$ cat src/rtl/ptcalc_mul_arbiter.sv
// Shares one 17-bit unsigned x 28-bit signed multiplier among NREQ requesters.
// Define PTCALC_MUL_ARB_RR_EN for round-robin grant; otherwise lowest index wins.
module ptcalc_mul_arbiter #(
    parameter int NREQ       = 3,
    parameter int MUL_STAGES = 2,
    parameter int ID_W       = 3
) (
    input  logic                 ap_clk,
    input  logic                 ap_rst,
    input  logic [NREQ-1:0]      req_valid,
    output logic [NREQ-1:0]      req_ready,
    input  logic [NREQ*17-1:0]   req_a,
    input  logic [NREQ*28-1:0]   req_b,
    output logic                 res_valid,
    input  logic                 res_ready,
    output logic [44:0]          res_p,
    output logic [ID_W-1:0]      res_id
);

    logic            stall;
    logic            accept;
    logic            grant_any;
    logic [NREQ-1:0] grant;
    logic [ID_W-1:0] grant_id;
    logic [16:0]     sel_a;
    logic [27:0]     sel_b;
    logic [ID_W-1:0] base;

    // Zero-extended a times sign-extended b; the low 45 bits are the exact signed product.
    function automatic logic [44:0] mul45(input logic [16:0] a, input logic [27:0] b);
        return {28'd0, a} * {{17{b[27]}}, b};
    endfunction

    assign stall = res_valid & ~res_ready;

`ifdef PTCALC_MUL_ARB_RR_EN
    logic [ID_W-1:0] ptr;

    always_ff @(posedge ap_clk) begin
        if (ap_rst) begin
            ptr <= '0;
        end else if (accept) begin
            ptr <= (grant_id == ID_W'(NREQ - 1)) ? '0 : grant_id + 1'b1;
        end
    end

    assign base = ptr;
`else
    assign base = '0;
`endif

    // Search order k = 0.. visits requester (base + k) mod NREQ.
    always_comb begin
        grant     = '0;
        grant_any = 1'b0;
        grant_id  = '0;
        sel_a     = '0;
        sel_b     = '0;
        for (int k = 0; k < NREQ; k++) begin
            for (int i = 0; i < NREQ; i++) begin
                if (!grant_any && req_valid[i] &&
                    ((int'(base) + k == i) || (int'(base) + k == i + NREQ))) begin
                    grant_any = 1'b1;
                    grant[i]  = 1'b1;
                    grant_id  = ID_W'(i);
                    sel_a     = req_a[i*17 +: 17];
                    sel_b     = req_b[i*28 +: 28];
                end
            end
        end
    end

    assign req_ready = (ap_rst || stall) ? '0 : grant;
    assign accept    = |(req_valid & req_ready);

    generate
        if (MUL_STAGES == 1) begin : g_comb_mul
            logic            out_v;
            logic [44:0]     out_p;
            logic [ID_W-1:0] out_id;

            always_ff @(posedge ap_clk) begin
                if (ap_rst) begin
                    out_v  <= 1'b0;
                    out_p  <= '0;
                    out_id <= '0;
                end else if (!stall) begin
                    out_v  <= accept;
                    out_p  <= mul45(sel_a, sel_b);
                    out_id <= grant_id;
                end
            end

            assign res_valid = out_v;
            assign res_p     = out_p;
            assign res_id    = out_id;
        end else begin : g_pipe_mul
            logic            s1_v;
            logic [16:0]     s1_a;
            logic [27:0]     s1_b;
            logic [ID_W-1:0] s1_id;
            logic            pv  [2:MUL_STAGES];
            logic [44:0]     pp  [2:MUL_STAGES];
            logic [ID_W-1:0] pid [2:MUL_STAGES];

            // Stage 1 holds operands; the multiply sits between stage 1 and stage 2.
            always_ff @(posedge ap_clk) begin
                if (ap_rst) begin
                    s1_v  <= 1'b0;
                    s1_a  <= '0;
                    s1_b  <= '0;
                    s1_id <= '0;
                    for (int j = 2; j <= MUL_STAGES; j++) begin
                        pv[j]  <= 1'b0;
                        pp[j]  <= '0;
                        pid[j] <= '0;
                    end
                end else if (!stall) begin
                    s1_v   <= accept;
                    s1_a   <= sel_a;
                    s1_b   <= sel_b;
                    s1_id  <= grant_id;
                    pv[2]  <= s1_v;
                    pp[2]  <= mul45(s1_a, s1_b);
                    pid[2] <= s1_id;
                    for (int j = 3; j <= MUL_STAGES; j++) begin
                        pv[j]  <= pv[j-1];
                        pp[j]  <= pp[j-1];
                        pid[j] <= pid[j-1];
                    end
                end
            end

            assign res_valid = pv[MUL_STAGES];
            assign res_p     = pp[MUL_STAGES];
            assign res_id    = pid[MUL_STAGES];
        end
    endgenerate

endmodule

$ cat config.mk
export PLATFORM = sky130hd
export DESIGN_NAME = ptcalc_mul_arbiter
export DESIGN_NICKNAME = d
export VERILOG_FILES = /design/src/rtl/ptcalc_mul_arbiter.sv
export SDC_FILE = /design/constraint.sdc
export NUM_CORES = 1
export LEC_CHECK = 0
export CORE_MARGIN = 4
export CORE_UTILIZATION = 62
export CTS_BUF_LIST = sky130_fd_sc_hd__clkbuf_4 sky130_fd_sc_hd__clkbuf_8
export DETAILED_ROUTE_END_ITERATION = 12
export GPL_ROUTABILITY_DRIVEN = 0
export PLACE_DENSITY = 0.87
export RECOVER_POWER = 25
export SKIP_CTS_REPAIR_TIMING = 1
export SKIP_LAST_GASP = 1
export SYNTH_ARGS = -nofsm -noshare
export SYNTH_HDL_FRONTEND = slang
export SYNTH_SLANG_ARGS = --single-unit
export TNS_END_PERCENT = 50
$ cat constraint.sdc
create_clock -name ap_clk -period 19.3 [get_ports ap_clk]
set_input_delay 1.93 -clock ap_clk [delete_from_list [all_inputs] [get_ports ap_clk]]
set_output_delay 1.93 -clock ap_clk [all_outputs]
set_load 0.005 [all_outputs]
==> metrics.txt <==
Fmax achieved between 0.1 and 0.15 GHz; endpoint class of the critical path register; dpl cell area between 20000 and 25000 um2; CTS HTree Levels 3; MaxCap Viol Count 2; number of port buffers roughly 190; failing checks capacitance limit, slew limit; syn nets between 3000 and 4000; most common flop cell mapped by yosys edfxtp_1; initial core utilization a little under two thirds; grt met2 use a little under three fifths; pre-CTS WS 12.21 ns; Post-Synthesis Cells 2345; initial antenna violation count 0; Routed Wire Length 55200 um; DR vias/cell 5.71; sequential power share between 10% and 20%; Worst EP required 19.45 ns; unrepaired setup endpoints after global routing false; ranking of synthesized cells by area fa_1 (44%), inv_1 (10%), and2_1 (8.0%), edfxtp_1 (6.9%), ha_1 (6.4%); CTS tree built; Root Driver clkbuf_8; vias in the first global route 18700; Power, Total 2.02 mW; EDFF count, synth 48; clk_lat worst skew approximately 0.42 ns; P_sw 1.05 mW; Post-layout nets 3145; Worst IR Drop VDD slightly above 0.1 mV; routed len/inst around 19 um; clock network power share 7.0%; final instance area 23200 um2; pwr dens slightly below 90 nW/um2; global-route wire length before repair 92500 um; status complete, but fails checks; Yosys cell types 64; crit-path max FO 29; total track usage 32.2%; Async SR Flop Fraction 0%; Post-route DRC 0; most instantiated library cell after synthesis inv_1; final worst slack ~12 ns; synthesized cell area 20900 um2; final core utilization a little over two thirds; number of DRC markers in iteration 0 between 1000 and 1500; Antenna Violating Nets Remaining 0; Worst slew margin -52.7%; switching share of power 51.8%; die width about 190 um; Startpoint Class register; io pins slightly below 200; critical path arrival 7.43 ns; Clock Path Buffers 2; # diodes 0; post-synthesis sequential area ratio roughly 12%; row count 66; min-delay worst type register to register; Final min period around 7.3 ns; Area Growth Syn to Fin 11.1%; measured slew at the worst slew-check pin 2.29 ns; CTS buffer count 9; clock transition at the registers of the reported paths roughly 0.11 ns; GRT busiest layer met2; #FFs+latches synth 96; Comb pwr share between 70 and 80%; Setup Crit Path Kind register to register; endpoints failing setup 0; static leakage between 10 and 15 nW; largest net degree at the start of global routing 57; Synth Area per Inst about 8.9 um2; share of the clock period used by the worst path roughly 38%; DR vias between 15000 and 20000; die area between 30000 and 40000 um2; Sink Count 96; Die Height 192 um; P_int slightly below 1 mW; post-DP HPWL 44200 um; core area about 33000 um2; total grt overflow 0; share of cells above drive strength 1 approximately 1.9%; Final Hold Vio Count 0; Yosys top cell by area fa_1; met1 Usage GRT between 30 and 40%; share of the synthesized area in the top cell type 43.7%; most instantiated cells after synthesis inv_1 (556), fa_1 (456), nand2_1 (291); Layout Skew 0.0259 ns; Synth warnings 0; Pins Over Slew Limit ~110; Final TNS setup 0 ns; met3 Use GR between 5 and 6%; Pre-Repair DR Iteration Count 7
-- cell type report --
class	count	area, um2
multi-input cells	1571	15900
fillers	2388	9670
flip-flops and latches	96	2400
inverters	556	2090
repair buffers	207	2020
well taps	442	553
clock buffers	9	124
clock inverters	7	58.8
-- layout by cell type (no fill, tap or decap), types with 2 or more instances in the layout --
cell | netlist | layout
a21o_2 | 2 | 2
a21oi_2 | 2 | 2
fa_1 | 456 | 456
ha_1 | 107 | 107
nor3_1 | 10 | 10
inv_6 | 0 | 2
dfxtp_1 | 48 | 48
dlygate4sd3_1 | 0 | 21
nand3_1 | 9 | 9
nand2b_1 | 8 | 7
o21ai_1 | 3 | 2
o211a_1 | 2 | 2
nand2_1 | 291 | 291
and2_0 | 0 | 2
inv_1 | 556 | 556
clkbuf_8 | 0 | 9
nor2_1 | 102 | 101
a21oi_1 | 75 | 75
and3_1 | 4 | 4
a211oi_1 | 7 | 7
a2111oi_0 | 2 | 2
clkbuf_1 | 119 | 2
buf_4 | 1 | 14
o31ai_1 | 50 | 50
xor2_1 | 17 | 17
nor2b_1 | 8 | 8
a21o_1 | 10 | 10
clkdlybuf4s50_1 | 0 | 170
o211ai_1 | 5 | 5
o21ai_0 | 62 | 62
nand4_1 | 3 | 3
inv_8 | 0 | 2
o21a_1 | 4 | 4
a31oi_1 | 3 | 3
edfxtp_1 | 48 | 48
and2_1 | 267 | 265
o21bai_1 | 4 | 4
xnor2_1 | 27 | 27
-- stage by stage --
step / instances / hold WS [ns]
after CTS: 2888 / 0.463
after detailed placement: 2872 / 0.439
final: 2888 / 0.458
after global routing: 2888 / 0.483
after floorplan: 2345 / 0.417
after global placement: 2872 / 0.428
-- routing by layer --
layer / up-vias / wire (um)
met4: 0 / 4480
met1: 8249 / 19000
li1: 7137 / -
met3: 294 / 3920
met2: 818 / 27800
met5: - / 0
-- worst max-delay path: stages, from the launching register on --
cell and delay [ns]:
dfxtp_1 1.09, nand2_1 0.30, inv_1 0.17, fa_1 0.55, fa_1 0.95, inv_1 0.27
fa_1 0.54, inv_1 0.05, fa_1 0.54, inv_1 0.06, fa_1 0.51, inv_1 0.06
ha_1 0.33, a21oi_1 0.19, o21ai_0 0.14, nand3_1 0.11, nand4_1 0.18, a2111oi_4 0.32
nor3_2 0.14, a311oi_2 0.30, xnor2_1 0.15, nor2_1 0.05
-- power by group through the flow --
stage | logic, mW | clock network (mW) | registers [mW]
after floorplan | 1.11 | 0 | 0.305
after global routing | 1.75 | 0.153 | 0.346
after detailed placement | 1.53 | 0 | 0.344
final | 1.54 | 0.142 | 0.340
after global placement | 1.44 | 0 | 0.342
after CTS | 1.54 | 0.144 | 0.339
-- final timing paths --
check | startpoint | end | slack, ns | depth (start not counted)
max reg2reg | g_pipe_mul.s1_a[0] | g_pipe_mul.pp[2][44] | 12.02 | 21
min reg2reg | g_pipe_mul.s1_id[1] | g_pipe_mul.s1_id[1] | 0.46 | 1
min | g_pipe_mul.s1_id[1] | g_pipe_mul.s1_id[1] | 0.46 | 1
max | g_pipe_mul.s1_a[0] | g_pipe_mul.pp[2][44] | 12.02 | 21
-- state kept, by name, indices dropped and copies added, names as in the netlist --
name and flops:
g_pipe_mul.pp 45, g_pipe_mul.s1_b 28, g_pipe_mul.s1_a 17, g_pipe_mul.pid 2, g_pipe_mul.s1_id 2, g_pipe_mul.pv 1, g_pipe_mul.s1_v 1
-- logic make-up after synthesis --
group | after synthesis | synth area share, %
other | 1 | 0.0180
adder cells (fa/ha/maj) | 563 | 50.1
AO/OA/AOI/OAI | 252 | 7.77
XOR/XNOR | 44 | 1.85
AND/OR/NAND/NOR | 711 | 16.5
flip-flops | 96 | 11.5
buffers and inverters | 678 | 12.2
Note: power is estimated with default switching activity, not from simulation.
